## src/rtl/dmem_access_ctrl.sv

```systemverilog
// rtl/dmem_access_ctrl.sv - load/store byte-lane controller with valid/ack data memory handshake
module dmem_access_ctrl #(
  parameter int XLEN    = 32,
  parameter int TIMEOUT = 16
) (
  input  logic            clk,
  input  logic            rst,
  input  logic            req_valid,
  input  logic            req_we,
  input  logic [4:0]      lstype,
  input  logic [XLEN-1:0] req_addr,
  input  logic [XLEN-1:0] req_wdata,
  output logic            stall,
  output logic [XLEN-1:0] rdata,
  output logic            fault,
  output logic            mem_req,
  output logic            mem_we,
  output logic [XLEN-1:0] mem_addr,
  output logic [3:0]      mem_be,
  output logic [XLEN-1:0] mem_wdata,
  input  logic            mem_ack,
  input  logic [XLEN-1:0] mem_rdata
);

  localparam int CW = (TIMEOUT > 1) ? $clog2(TIMEOUT) : 1;
  localparam logic [CW-1:0] TLAST = CW'(TIMEOUT - 1);

  typedef enum logic [1:0] {IDLE, WAIT, DONE, ERR} state_t;

  state_t          state, state_nxt;
  logic [4:0]      lst_q;
  logic [1:0]      off_q;
  logic [CW-1:0]   cnt;

  logic            is_b, is_h, is_w;
  logic            illegal, misal, bad_req, tmo;
  logic [3:0]      be_c;
  logic [XLEN-1:0] wd_c;
  logic [15:0]     sel;
  logic [XLEN-1:0] ld_data;

  // lstype bit order: {lb/sb, lh/sh, lw/sw, lbu, lhu}; anything not one-hot is rejected
  always_comb begin
    is_b    = lstype[4] | lstype[1];
    is_h    = lstype[3] | lstype[0];
    is_w    = lstype[2];
    illegal = !$onehot(lstype) || (req_we && (lstype[1] || lstype[0]));
    misal   = (is_h && req_addr[0]) || (is_w && (req_addr[1:0] != 2'b00));
    bad_req = illegal || misal;
    be_c    = 4'b1111;
    wd_c    = req_wdata;
    if (is_b) begin
      be_c = 4'b0001 << req_addr[1:0];
      wd_c = {4{req_wdata[7:0]}};
    end else if (is_h) begin
      be_c = 4'b0011 << req_addr[1:0];
      wd_c = {2{req_wdata[15:0]}};
    end
  end

  always_comb begin
    sel     = 16'(mem_rdata >> {off_q, 3'b000});
    ld_data = '0;
    if (lst_q[4])      ld_data = {{(XLEN-8){sel[7]}}, sel[7:0]};
    else if (lst_q[1]) ld_data = {{(XLEN-8){1'b0}}, sel[7:0]};
    else if (lst_q[3]) ld_data = {{(XLEN-16){sel[15]}}, sel[15:0]};
    else if (lst_q[0]) ld_data = {{(XLEN-16){1'b0}}, sel[15:0]};
    else if (lst_q[2]) ld_data = mem_rdata;
  end

  assign tmo   = (TIMEOUT != 0) && (cnt == TLAST);
  assign stall = req_valid && ((state == IDLE) || (state == WAIT));
  assign fault = (state == ERR);

  always_ff @(posedge clk) begin
    if (rst) state <= IDLE;
    else     state <= state_nxt;
  end

  always_comb begin
    state_nxt = state;
    case (state)
      IDLE: if (req_valid) state_nxt = bad_req ? ERR : WAIT;
      WAIT: begin
        if (mem_ack)  state_nxt = DONE;
        else if (tmo) state_nxt = ERR;
      end
      DONE:    state_nxt = IDLE;
      default: state_nxt = IDLE;
    endcase
  end

  // memory-side registers; mem_we doubles as the load/store flag of the latched access
  always_ff @(posedge clk) begin
    if (rst) begin
      mem_req   <= 1'b0;
      mem_we    <= 1'b0;
      mem_addr  <= '0;
      mem_be    <= '0;
      mem_wdata <= '0;
      rdata     <= '0;
      lst_q     <= '0;
      off_q     <= '0;
      cnt       <= '0;
    end else begin
      case (state)
        IDLE: begin
          if (req_valid && !bad_req) begin
            mem_req   <= 1'b1;
            mem_we    <= req_we;
            mem_addr  <= {req_addr[XLEN-1:2], 2'b00};
            mem_be    <= be_c;
            mem_wdata <= wd_c;
            off_q     <= req_addr[1:0];
            lst_q     <= lstype;
            cnt       <= '0;
          end
        end
        WAIT: begin
          if (mem_ack) begin
            mem_req <= 1'b0;
            mem_we  <= 1'b0;
            if (!mem_we) rdata <= ld_data;
          end else begin
            cnt <= cnt + 1'b1;
            if (tmo) begin
              mem_req <= 1'b0;
              mem_we  <= 1'b0;
            end
          end
        end
        DONE:    rdata <= '0;
        default: ;
      endcase
    end
  end

endmodule

```

## config.mk

```make
export PLATFORM = sky130hd
export DESIGN_NAME = dmem_access_ctrl
export DESIGN_NICKNAME = d
export VERILOG_FILES = /design/src/rtl/dmem_access_ctrl.sv
export SDC_FILE = /design/constraint.sdc
export NUM_CORES = 1
export LEC_CHECK = 0
export CAP_MARGIN = 10
export CORE_ASPECT_RATIO = 0.9
export CORE_MARGIN = 2
export CORE_UTILIZATION = 41
export DETAILED_ROUTE_END_ITERATION = 16
export GPL_TIMING_DRIVEN = 0
export PLACE_DENSITY = 0.77
export SYNTH_ARGS = -nofsm -noshare
export SYNTH_HDL_FRONTEND = slang
export SYNTH_SLANG_ARGS = --single-unit
```

## constraint.sdc

```tcl
create_clock -name clk -period 3.2 [get_ports clk]
set_clock_uncertainty 0.05 [all_clocks]
set_input_delay 0.64 -clock clk [delete_from_list [all_inputs] [get_ports clk]]
set_output_delay 0.64 -clock clk [all_outputs]
set_load 0.02 [all_outputs]
```

# Word level (Yosys, flattened, before mapping)
# Index checks and enable logic that the tools add are counted.
[classes]
n_bitwise = 2
mux = 26
reduce_logical = 21
n_addsub = 5
shift = 3
n_eq_ne = 11
[ops]
columns = ["operator", "n"]
rows = [
  ["$mux W32", 9],
  ["$pmux W32 S2", 1],
  ["$shr A32 B5 Y16", 1],
  ["$mux W4", 4],
  ["$reduce_and A3 Y1", 3],
  ["$mux W2", 4],
  ["$ne A2 B2 Y1 const B", 4],
  ["$pmux W4 S2", 1],
  ["$reduce_bool A2 Y1", 3],
  ["$logic_and A1 B1 Y1", 5],
  ["$logic_or A1 B1 Y1", 5],
  ["$add A1 B1 Y2", 2],
  ["$add A4 B1 Y4 const B", 1],
  ["$eq A2 B2 Y1 const B", 2],
  ["$eq A4 B4 Y1 const B", 1],
  ["$mux W1", 4],
  ["$pmux W1 S2", 2],
  ["$pmux W2 S2", 1],
  ["$reduce_and A2 Y1", 2],
  ["$shl A1 B2 Y4 const A", 1],
  ["$shl A2 B2 Y4 const A", 1],
  ["$add A2 B2 Y3", 1],
  ["$add A3 B1 Y3", 1],
  ["$eq A3 B1 Y1 const B", 1],
  ["6 further kinds", 8],
]
[word_totals]
ff_bits = 113
input_bits = 106
word_cells = 78

# Logic depth before layout (Yosys ltp)
[logic_depth]
depth_word = 11
mapped_depth = 12

# Worst setup path before layout
# OpenSTA, ideal clock, no wires.
[synth_timing]
path_type = "input to register"
from = "input lstype[0]"
to = "register mem_we"
path_buffers = 2
setup_slack_ns = -0.153
t_arrival_ns = 3.207
path_stages = 11
required_time_ns = 3.055
setup_ns = 0.095
path_cell_list = "clkbuf_1 > inv_1 > fa_1 > fa_1 > inv_1 > ha_1 > nor3_2 > o221ai_2 > buf_6 > or3_1 > o311ai_1"
[synth_between]
elab_chain_cells = 11
elab_cells_between_ends = 16
cone_classes = "add/sub (3); eq/ne (2); bitwise (1); reduce/logical (10)"
[synth_lines]
columns = ["element", "line_no", "source"]
rows = [
  ["start: declaration", "10", "input logic [4:0] lstype,"],
  ["$add A1 B1 Y2 (implied by the code)", "47", "illegal = !$onehot(lstype) || (req_we && (lstype[1] || lstype[0]));"],
  ["$add A2 B2 Y3 (implied by the code)", "47", ""],
  ["$add A3 B1 Y3 (implied by the code)", "47", ""],
  ["$eq A3 B1 Y1", "47", ""],
  ["$logic_not A1 Y1", "47", ""],
  ["$logic_or A1 B1 Y1", "47", ""],
  ["$logic_or A1 B1 Y1 *", "49", "bad_req = illegal || misal;"],
  ["$logic_not A1 Y1 *", "108", "if (req_valid && !bad_req) begin"],
  ["$logic_and A1 B1 Y1 *", "108", ""],
  ["$ne A2 B1 Y1 (no source line) *", "--", ""],
  ["$reduce_and A3 Y1 (no source line) *", "--", ""],
  ["end signal: assignment", "110", "mem_we <= req_we;"],
  ["end: declaration", "17", "output logic mem_we,"],
]
# Mark *: on every way between the ends. The rest lies on a longest branch, timed or not.
# A chain may end at the register's enable or synchronous reset.

# Worst setup path after layout
[layout_timing]
from = "input lstype[0]"
to = "register mem_wdata[14]"
[layout_between]
elab_chain_cells = 10
elab_cells_between_ends = 15
cone_classes = "add/sub (3); eq/ne (1); bitwise (1); reduce/logical (10)"
[layout_lines]
columns = ["element", "line_no", "source"]
rows = [
  ["$add A1 B1 Y2 (implied by the code)", "47", ""],
  ["$add A2 B2 Y3 (implied by the code)", "47", ""],
  ["$add A3 B1 Y3 (implied by the code)", "47", ""],
  ["$eq A3 B1 Y1", "47", ""],
  ["$logic_not A1 Y1", "47", ""],
  ["$logic_or A1 B1 Y1", "47", ""],
  ["$logic_or A1 B1 Y1 *", "49", ""],
  ["$logic_not A1 Y1 *", "108", ""],
  ["$logic_and A1 B1 Y1 *", "108", ""],
  ["$reduce_and A2 Y1 (no source line) *", "--", ""],
  ["end signal: assignment", "113", "mem_wdata <= wd_c;"],
  ["end: declaration", "20", "output logic [XLEN-1:0] mem_wdata,"],
]
# Marked as above.

==> flow_summary.ini <==
[worst_hold_path]
hold_path_class = flip-flop to flip-flop

[status]
run_status = completed

[timing]
fin_ws_ps = 101
period_share_pct = 96.9
worst_pin_slew_ps = 729
fin_hold_ws_ps = 395
final_hold_viol_count = 0
setup-violations-final = 0
drv_slew = 0
max_slew_margin_pct = 51.4
fmax_mhz = 323
tns_ps = 0
rsz0062_at_grt = true
min_period_ps = 3100

[logic_synthesis]
synth_area_per_cell_um2 = 8.92
ys_seq_elements = 113
async_reset_ff_share_pct = 0
synth_edf_count = 0
ys_seq_area_share_pct = 38.8
syn-cell-area_um2 = 5830
synth_cell_types = 67
yosys_warnings = 0
syn_inst = 654
ys.flop_type = dfxtp_1

[power_and_ir_drop]
p_per_area_nw_per_um2 = 444
total_power_mw = 3.92
p_leak_nw = 3.09
vdd_drop_max_uv = 407

[cells_and_area]
design_area_um2 = 8820
final_common_cell = clkdlybuf4s50_1
nets = 1000
syn_to_final_growth_pct = 51.3
final_cell_mix = clkdlybuf4s50_1, dfxtp_1, a21oi_1
stdcell_count = 1091
n_antenna_cell = 0
post-route-util_pct = 63.2
drive_gt1_share_pct = 15.8

[place]
gp_congestion = 0.875
dp_cells = 1055
portBuffers = 207
dp_hpwl_um = 14500
placed_cell_area_um2 = 8150
dp_slack_ps = -1020

[route]
via_per_inst = 5.56
first_pass_iters = 5
drt_wl_total_um = 19900
drc = 0
vias = 6071
ant_nets = 0
drt_iter0_markers = 484
wire_per_inst_um = 18.2

[die]
die_w_um = 130
core_area_um2 = 14000
ios = 210
die_y_um = 117
dieArea_um2 = 15200
rows = 41
initial_core_util_pct = 41.8

[clock_tree]
cts_buffer_depth = 2
cts_buffers = 17
h-tree-depth = 4
clk_latency_ps = 410
clk_pin_slew_worst_paths_ps = 50
cts_root_buf = clkbuf_16
cts_sinks = 113
cts_hold_buf = 0
tritoncts = done

[global_routing]
grt_pass1_wl_um = 30500
grt_usage_pct = 26.0
grt_max_degree = 17
antenna_found_initial = 0
grt_overflow_total = 0
first_global_vias = 5775

[setup_path]
required_ps = 3420
ff2ff_setup_slack_ps = 1350
crit_fanout = 10
cp_data_arrival_time_ps = 3320
cp-end-kind = flip-flop
worst-setup-path-type = input port to flip-flop
start_kind = input port

[run]
max-cap-violations = 0
cells by family (layout without fill, tap and decap cells):
group	after synthesis	after routing	share of synthesized area, %
compound gates	252	252	28.2
simple gates	173	173	17.1
flops	113	113	38.8
buf+inv	78	321	7.04
mux	27	27	6.48
fa+ha+maj	9	9	2.19
other cells	1	2	0.0643
xor+xnor	1	1	0.150
synth_stat cells, drive strengths merged (2+ instances only):
| cell type | n | share of area, % |
|---|---|---|
| or3 | 3 | 0.32 |
| o221ai | 2 | 0.41 |
| a211oi | 9 | 1.2 |
| o211ai | 6 | 0.86 |
| fa | 2 | 0.69 |
| o41ai | 8 | 2.2 |
| o311ai | 2 | 0.43 |
| a22oi | 8 | 1.0 |
| o2111ai | 3 | 0.45 |
| a22o | 14 | 2.1 |
| and3 | 9 | 0.97 |
| inv | 13 | 0.84 |
| nor2 | 16 | 1.1 |
| or3b | 4 | 0.64 |
| nand2b | 2 | 0.21 |
| dfxtp | 113 | 39 |
| mux2 | 16 | 3.1 |
| or4 | 2 | 0.26 |
| a221o | 14 | 2.4 |
| ha | 7 | 1.5 |
| a31oi | 3 | 0.43 |
| nand4b | 2 | 0.30 |
| clkbuf | 30 | 2.0 |
| nor4 | 2 | 0.47 |
| nor3b | 5 | 0.82 |
| mux2i | 4 | 0.69 |
| o21ai | 92 | 8.4 |
| nor3 | 4 | 0.71 |
| nand3b | 3 | 0.39 |
| nand2 | 25 | 1.7 |
| a21oi | 85 | 7.3 |
| nor2b | 26 | 2.8 |
| buf | 35 | 4.2 |
| mux4 | 7 | 2.7 |
| nand3 | 65 | 5.6 |
where the power goes:
part / leakage [nW] / total [mW] / internal [mW] / switching, mW
logic: 1.90 / 0.640 / 0.289 / 0.351
registers: 0.911 / 1.44 / 1.43 / 0.0114
clock network: 0.278 / 1.84 / 1.18 / 0.664
per-layer routing:
layer  up-vias  wire, um  GRT usage [%]
met5         -         0              0
met4         0       351           8.46
met3        26      1820           7.50
met2       278      9020           40.6
met1      2863      8660           34.8
li1       2904         -              -
worst max-delay path, stage by stage:
cell      delay (ps)
clkbuf_4         160
buf_6            140
inv_1             80
fa_1             510
fa_1             390
inv_1             70
ha_1             250
nor3_4           250
o221ai_4         150
buf_4            180
clkbuf_1         210
o21ai_0          210
a21oi_1           90
what timing repair did:
| item | 4_1_cts | 5_1_grt |
|---|---|---|
| setup endpoints to repair | 80 | 74 |
| endpoints found under the hold margin | 0 | 0 |
| resized for setup | 18 | 38 |
| setup buffers | 2 | 2 |
| pin swaps | 0 | 2 |
sequential cells by signal (all words and copies together), names as in the netlist:
name / count
mem_we: 1
mem_wdata: 32
cnt: 4
off_q: 2
mem_be: 4
lst_q: 5
rdata: 32
mem_req: 1
state: 2
mem_addr: 30
final timing paths:
check	start	to	cells past startpoint
hold reg to reg	rdata[16]	rdata[16]	2
hold / removal	rdata[16]	rdata[16]	2
setup reg to reg	lst_q[4]	rdata[12]	4
setup / recovery	lstype[0]	mem_wdata[14]	13
area by class of cell:
class | instances | area (um2)
multi-input combinational | 464 | 3200
buffer | 65 | 405
clock inverter | 11 | 113
inverter | 13 | 48.8
fill | 1203 | 5130
tap | 193 | 241
clock buffer | 21 | 460
timing repair buffer | 211 | 2090
sequential | 113 | 2260
(Power assumes the default switching activity.)
